`config.mk`:
```
export PLATFORM = sky130hd
export DESIGN_NAME = ceas_alarma
export DESIGN_NICKNAME = d
export VERILOG_FILES = /design/src/rtl/ceas_pkg.sv /design/src/rtl/tick_gen.sv /design/src/rtl/ceas_alarma.sv
export SDC_FILE = /design/constraint.sdc
export NUM_CORES = 1
export LEC_CHECK = 0
export ABC_AREA = 1
export CORE_MARGIN = 2
export CORE_UTILIZATION = 52
export CTS_CLUSTER_SIZE = 20
export DETAILED_ROUTE_END_ITERATION = 10
export PLACE_DENSITY_LB_ADDON = 0.12
export SYNTH_ARGS = -nofsm -noshare
export SYNTH_HDL_FRONTEND = slang
export SYNTH_HIERARCHICAL = 1
export SYNTH_SLANG_ARGS = --single-unit
```
`constraint.sdc`:
```
create_clock -name clock -period 1.7 [get_ports clock]
set_input_delay 0.425 -clock clock [delete_from_list [all_inputs] [get_ports clock]]
set_output_delay 0.425 -clock clock [all_outputs]
set_load 0.005 [all_outputs]
```
`src/rtl/ceas_pkg.sv`:
```
`default_nettype none
// +--------------------------------------------------------------------------+
// | ceas_pkg : mode encoding, time limits and helpers for the alarm clock    |
// | Rev 1.0                                                                  |
// +--------------------------------------------------------------------------+
package ceas_pkg;

    typedef enum logic [1:0] {
        MOD_RUN       = 2'd0,
        MOD_SET_TIME  = 2'd1,
        MOD_SET_ALARM = 2'd2
    } mod_t;

    localparam logic [4:0] MAX_ORE    = 5'd23;
    localparam logic [5:0] MAX_MIN    = 6'd59;
    localparam logic [5:0] MAX_SEC    = 6'd59;
    localparam logic [5:0] SNOOZE_MIN = 6'd5;

    function automatic logic [5:0] inc_wrap(input logic [5:0] val, input logic [5:0] max);
        return (val == max) ? 6'd0 : val + 6'd1;
    endfunction

    function automatic logic [4:0] inc_ore(input logic [4:0] val);
        return (val == MAX_ORE) ? 5'd0 : val + 5'd1;
    endfunction

    // Returns {ore, minute} of hh:mm plus the snooze interval, wrapping at 24 h.
    function automatic logic [10:0] snooze_target(input logic [4:0] h, input logic [5:0] m);
        logic [6:0] sum;
        sum = {1'b0, m} + {1'b0, SNOOZE_MIN};
        if (sum > {1'b0, MAX_MIN})
            return {inc_ore(h), 6'(sum - 7'd60)};
        else
            return {h, sum[5:0]};
    endfunction

endpackage
`default_nettype wire

```
`src/rtl/tick_gen.sv`:
```
`default_nettype none
// +--------------------------------------------------------------------------+
// | tick_gen : one-cycle tick every CLK_PER_SEC clocks, with clear and hold  |
// | Rev 1.0                                                                  |
// +--------------------------------------------------------------------------+
module tick_gen #(
    parameter int CLK_PER_SEC = 50_000_000
) (
    input  logic clock,
    input  logic reset,
    input  logic clear,
    input  logic hold,
    output logic tick
);

    localparam int              CW   = $clog2(CLK_PER_SEC);
    localparam logic [CW-1:0]   LAST = CW'(CLK_PER_SEC - 1);

    logic [CW-1:0] count;

    always_ff @(posedge clock) begin
        if (!reset || clear || hold)
            count <= '0;
        else if (count == LAST)
            count <= '0;
        else
            count <= count + CW'(1);
    end

    assign tick = (count == LAST);

endmodule
`default_nettype wire

```
`src/rtl/ceas_alarma.sv`:
```
`default_nettype none
// +--------------------------------------------------------------------------+
// | ceas_alarma : 24 h clock with settable alarm; CEAS_SNOOZE_EN adds snooze |
// | Rev 1.0                                                                  |
// +--------------------------------------------------------------------------+
module ceas_alarma
    import ceas_pkg::*;
#(
    parameter int CLK_PER_SEC = 50_000_000
) (
    input  logic       clock,
    input  logic       reset,
    input  logic       semnal_setare,
    input  logic       semnal_setare_a,
    input  logic       semnal_b1,
    input  logic       semnal_b2,
    input  logic       semnal_stop,
    input  logic       semnal_reset,
    output logic [4:0] ore,
    output logic [5:0] minute,
    output logic [5:0] secunde,
    output logic [4:0] ore_a,
    output logic [5:0] minute_a,
    output logic [1:0] mod,
    output logic       alarma_en,
    output logic       led
);

    mod_t       mode, mode_nxt;
    logic [4:0] ore_nxt, ore_a_nxt, adv_ore;
    logic [5:0] minute_nxt, secunde_nxt, minute_a_nxt, adv_min, adv_sec;
    logic       en_nxt, led_nxt;
    logic       tick, time_run, alarm_match;
    logic       mode_chg, stop_hit, snz_hit;
`ifdef CEAS_SNOOZE_EN
    logic       snz_vld, snz_vld_nxt;
    logic [4:0] snz_ore, snz_ore_nxt;
    logic [5:0] snz_min, snz_min_nxt;
`endif

    assign mod = mode;

    tick_gen #(.CLK_PER_SEC(CLK_PER_SEC)) u_tick_gen (
        .clock (clock),
        .reset (reset),
        .clear (semnal_reset || (mode == MOD_SET_TIME && semnal_setare)),
        .hold  (mode == MOD_SET_TIME),
        .tick  (tick)
    );

    // Value the clock would hold after one more second.
    assign adv_sec  = inc_wrap(secunde, MAX_SEC);
    assign adv_min  = (secunde == MAX_SEC) ? inc_wrap(minute, MAX_MIN) : minute;
    assign adv_ore  = (secunde == MAX_SEC && minute == MAX_MIN) ? inc_ore(ore) : ore;
    assign time_run = tick && (mode != MOD_SET_TIME);
    assign alarm_match = (adv_ore == ore_a) && (adv_min == minute_a) && (adv_sec == 6'd0);

    always_comb begin
        mode_nxt     = mode;
        ore_nxt      = ore;
        minute_nxt   = minute;
        secunde_nxt  = secunde;
        ore_a_nxt    = ore_a;
        minute_a_nxt = minute_a;
        en_nxt       = alarma_en;
        led_nxt      = led;
        mode_chg     = 1'b0;
        stop_hit     = 1'b0;
        snz_hit      = 1'b0;
`ifdef CEAS_SNOOZE_EN
        snz_vld_nxt  = snz_vld;
        snz_ore_nxt  = snz_ore;
        snz_min_nxt  = snz_min;
`endif
        if (semnal_reset) begin
            mode_nxt    = MOD_RUN;
            ore_nxt     = 5'd0;
            minute_nxt  = 6'd0;
            secunde_nxt = 6'd0;
            led_nxt     = 1'b0;
        end else begin
            case (mode)
                MOD_SET_TIME: if (semnal_setare) begin
                    mode_nxt    = MOD_RUN;
                    secunde_nxt = 6'd0;
                    mode_chg    = 1'b1;
                end
                MOD_SET_ALARM: if (semnal_setare_a) begin
                    mode_nxt = MOD_RUN;
                    mode_chg = 1'b1;
                end
                default: if (semnal_setare) begin
                    mode_nxt = MOD_SET_TIME;
                    mode_chg = 1'b1;
                end else if (semnal_setare_a) begin
                    mode_nxt = MOD_SET_ALARM;
                    mode_chg = 1'b1;
                end
            endcase

            if (!mode_chg) begin
                case (mode)
                    MOD_SET_TIME: begin
                        if (semnal_b1) ore_nxt    = inc_ore(ore);
                        if (semnal_b2) minute_nxt = inc_wrap(minute, MAX_MIN);
                    end
                    MOD_SET_ALARM: begin
                        if (semnal_b1) ore_a_nxt    = inc_ore(ore_a);
                        if (semnal_b2) minute_a_nxt = inc_wrap(minute_a, MAX_MIN);
                    end
                    default: begin
`ifdef CEAS_SNOOZE_EN
                        if (semnal_b1 && led) begin
                            led_nxt     = 1'b0;
                            snz_hit     = 1'b1;
                            snz_vld_nxt = 1'b1;
                            {snz_ore_nxt, snz_min_nxt} = snooze_target(ore, minute);
                        end
`endif
                    end
                endcase

                // Stop silences a ringing alarm; otherwise it arms/disarms.
                if (semnal_stop) begin
                    stop_hit = 1'b1;
                    if (led) begin
                        led_nxt = 1'b0;
`ifdef CEAS_SNOOZE_EN
                        snz_vld_nxt = 1'b0;
`endif
                    end else begin
                        en_nxt = !alarma_en;
`ifdef CEAS_SNOOZE_EN
                        if (alarma_en) snz_vld_nxt = 1'b0;
`endif
                    end
                end
            end

            if (time_run) begin
                ore_nxt     = adv_ore;
                minute_nxt  = adv_min;
                secunde_nxt = adv_sec;
                if (en_nxt && !stop_hit && !snz_hit) begin
                    if (alarm_match) led_nxt = 1'b1;
`ifdef CEAS_SNOOZE_EN
                    if (snz_vld && adv_ore == snz_ore && adv_min == snz_min && adv_sec == 6'd0) begin
                        led_nxt     = 1'b1;
                        snz_vld_nxt = 1'b0;
                    end
`endif
                end
            end
        end
    end

    always_ff @(posedge clock) begin
        if (!reset) begin
            mode      <= MOD_RUN;
            ore       <= 5'd0;
            minute    <= 6'd0;
            secunde   <= 6'd0;
            ore_a     <= 5'd0;
            minute_a  <= 6'd0;
            alarma_en <= 1'b0;
            led       <= 1'b0;
`ifdef CEAS_SNOOZE_EN
            snz_vld   <= 1'b0;
            snz_ore   <= 5'd0;
            snz_min   <= 6'd0;
`endif
        end else begin
            mode      <= mode_nxt;
            ore       <= ore_nxt;
            minute    <= minute_nxt;
            secunde   <= secunde_nxt;
            ore_a     <= ore_a_nxt;
            minute_a  <= minute_a_nxt;
            alarma_en <= en_nxt;
            led       <= led_nxt;
`ifdef CEAS_SNOOZE_EN
            snz_vld   <= snz_vld_nxt;
            snz_ore   <= snz_ore_nxt;
            snz_min   <= snz_min_nxt;
`endif
        end
    end

endmodule
`default_nettype wire

```
==> results.ini <==
[setup_path]
path_class = reg2reg
cp-end-kind = flop
cp-start-kind = flop
cp.required_ns = 1.97
cp.arrival_ns = 2.20
critPathMaxFanout = 2

[detailed_routing]
met3_length_um = 668
maxUsedRoutingLayer = met4
vias = 4558
wl_met1_um = 4660
via_per_inst = 5.38
antenna_left = 0
drt_iter0_drc = 287
wl_um = 12500
wl_per_cell_um = 14.7
dr.pass1.iters = 5
met2_length_um = 6770
drcViolationCount = 0

[logic_synthesis]
avgSynthCellArea_um2 = 6.44
syn_nets = 608
synth_edf_count = 0
synth-async-reset-ratio = 0
yosys_register_bits = 58
synth.distinct_cells = 43
yosysWarnings = 6
synth_ff_type = dfxtp_1
syn-instance-count = 591
ys_seq_area_frac = 0.305
synthesis.area_mm2 = 0.00380

[grt]
overflow = 0
grt_pass1_vias = 4210
antenna_found_initial = 0
grt_start_max_net_pins = 27
gr-usage-all-layers = 0.299
grt_pass1_wl_um = 18500

[clock_tree]
numCtsBuffers = 9
cts_sinks = 58
htreeDepth = 3
cts_buffer_depth = 2
cts_tree = built
clock-root-buffer = clkbuf_8
clock_latency_ns = 0.35
clk_pin_slew_ns = 0.07
hold_buffers = 0

[layout]
fin_util = 0.795
syn_to_final_growth_pct = 49.9
design_area_mm2 = 0.00570
layout-drive-gt1-share = 0.316
nets = 761
n_antenna_cell = 0
instances_no_fill = 848
fillers = 510

[placed_design]
post-place-ws_ns = -0.452
placedCellCount = 807
dpl.hpwl_um = 8200
io_buffers = 39
place_area_mm2 = 0.00499
gp_congestion = 0.935

[floorplanning]
fp.dieW_um = 89.5
die_y_um = 89.5
die_area_mm2 = 0.00801
rows = 31
initial_core_util = 0.530
ioPinCount = 40
core_area_mm2 = 0.00718

[power]
total_power_uw = 2920
power-per-cell-area_mw_per_mm2 = 512
ir_drop_mv = 0.413
p_leak_uw = 0.00257

[timing]
fmax_mhz = 520
setup_viol = 27
slew_viol_final = 0
fin_crit_ns = 1.92
fin_skew_ns = 0.00707
finalHoldViolCount = 0
rsz0062_at_grt = yes
fin_crit_sh = 1.13
setup_slack_ns = -0.224
worst_pin_slew_ns = 0.541
slew_headroom = 0.639

[hold_path]
worstHoldPathType = reg2reg

[run_status]
outcome = complete, but fails checks
violations = setup timing

[flow_run]
maxCapViolCount = 0

==> power by group <==
| group | internal (µW) | total [µW] | switching, µW |
|---|---|---|---|
| clock network | 716 | 1320 | 608 |
| registers | 1350 | 1360 | 10.6 |
| logic | 108 | 234 | 126 |
==> worst paths after layout <==
path | start | end | slack [ns] | cells after the start
hold reg to reg | ore_a[4] | ore_a[4] | 0.50 | 1
setup / recovery | u_tick_gen/count[0] | led | -0.22 | 15
setup reg to reg | u_tick_gen/count[0] | led | -0.22 | 15
hold / removal | ore_a[4] | ore_a[4] | 0.50 | 1
==> layout make-up <==
class	instances	area (µm²)	area share
multi-input cells	440	2500	0.438
repair buffers	151	1320	0.232
flip-flops and latches	58	1230	0.216
inverters	84	325	0.0571
clock buffers	10	138	0.0241
well taps	99	124	0.0217
clock inverters	6	66.3	0.0116
==> cell families (layout without fill, tap and decap cells) <==
family,Yosys count,after routing,share of synthesized area
buffers and inverters,94,251,0.103
AND/OR/NAND/NOR,355,355,0.431
AO/OA/AOI/OAI,60,61,0.0967
XOR/XNOR,15,15,0.0345
flip-flops,58,58,0.305
adder cells (fa/ha/maj),9,9,0.0296
==> metal layers <==
layer / vias to the layer above / global-route usage
met2: 162 / 0.576
met1: 2144 / 0.322
li1: 2211 / -
met3: 41 / 0.0526
met5: - / 0
met4: 0 / 0.109
==> timing repair <==
| item | 4_1_cts | 5_1_grt |
|---|---|---|
| pin swaps | 34 | 15 |
| gates resized for setup | 66 | 52 |
| gates cloned | 0 | 2 |
| setup endpoints to repair | 64 | 71 |
| setup buffers | 16 | 8 |
==> flip-flops by register name, indices dropped and copies added (netlist names) <==
| signal | cells |
|---|---|
| mod | 2 |
| alarma_en | 1 |
| ore_a | 5 |
| secunde | 6 |
| ore | 5 |
| minute | 6 |
| minute_a | 6 |
| u_tick_gen/count | 26 |
| led | 1 |
==> critical path, cell delays in order, from the launching register on <==
cell and delay (ns):
dfxtp_2 0.36, ha_4 0.15, nand3_4 0.10, nor2_4 0.11, nand2_2 0.08, nor2_4 0.09, nand2_2 0.07, nor2_1 0.12
nand2_1 0.07, nor2_1 0.09, nand2_1 0.07, nor2_1 0.14, nand2_1 0.07, nor2_1 0.08, nand4_1 0.11, a21oi_1 0.14
==> cells in the mapped netlist, types with 2 or more instances <==
cell / n / share of area
a211oi_1: 6 / 0.012
a21oi_1: 27 / 0.036
buf_2: 2 / 0.0026
buf_6: 3 / 0.0089
clkbuf_1: 3 / 0.0030
dfxtp_1: 58 / 0.31
ha_1: 9 / 0.030
inv_1: 80 / 0.079
inv_2: 3 / 0.0030
nand2_1: 168 / 0.17
nand2_2: 8 / 0.013
nand2_4: 2 / 0.0059
nand3_1: 53 / 0.070
nand3_2: 5 / 0.013
nand4_1: 14 / 0.023
nor2_1: 76 / 0.075
nor2_2: 5 / 0.0082
nor2_4: 3 / 0.0089
nor2_8: 2 / 0.011
nor3_1: 6 / 0.0079
nor3_2: 2 / 0.0053
nor3b_1: 4 / 0.0079
o21ai_0: 13 / 0.017
o221ai_1: 2 / 0.0046
o22ai_1: 2 / 0.0033
o31ai_1: 4 / 0.0079
or2_2: 2 / 0.0033
xnor2_1: 8 / 0.018
xor2_1: 7 / 0.016
==> stage by stage <==
stage,hold WS [ns],setup TNS (ns)
4_1_cts,0.508,-1.87
3_5_place_dp,0.521,-14.18
2_1_floorplan,0.418,-0.00563
5_1_grt,0.510,-5.43
6_report,0.497,-2.64
3_3_place_gp,0.497,-10.53
==> placed cells by master (no fill, tap or decap), types with 4 or more instances in the layout <==
cell             instances
nand4_1                 14
dfxtp_2                 19
a21oi_1                 24
inv_2                    7
clkdlybuf4s50_1         24
dfxtp_1                 27
ha_4                     4
dlygate4sd2_1           12
buf_4                   97
nor2_1                  67
xnor2_1                  8
nand2_1                159
xor2_1                   7
nor3b_1                  4
nand3_2                  6
nor2_4                   6
ha_1                     4
inv_1                   74
o21ai_0                  9
nor3_1                   5
nand3_4                  4
dfxtp_4                 12
nand2_2                 16
a211oi_1                 6
clkbuf_8                10
buf_6                    9
nand3_1                 49
nor2_2                  11
Note: power is estimated with default switching activity, not from simulation.
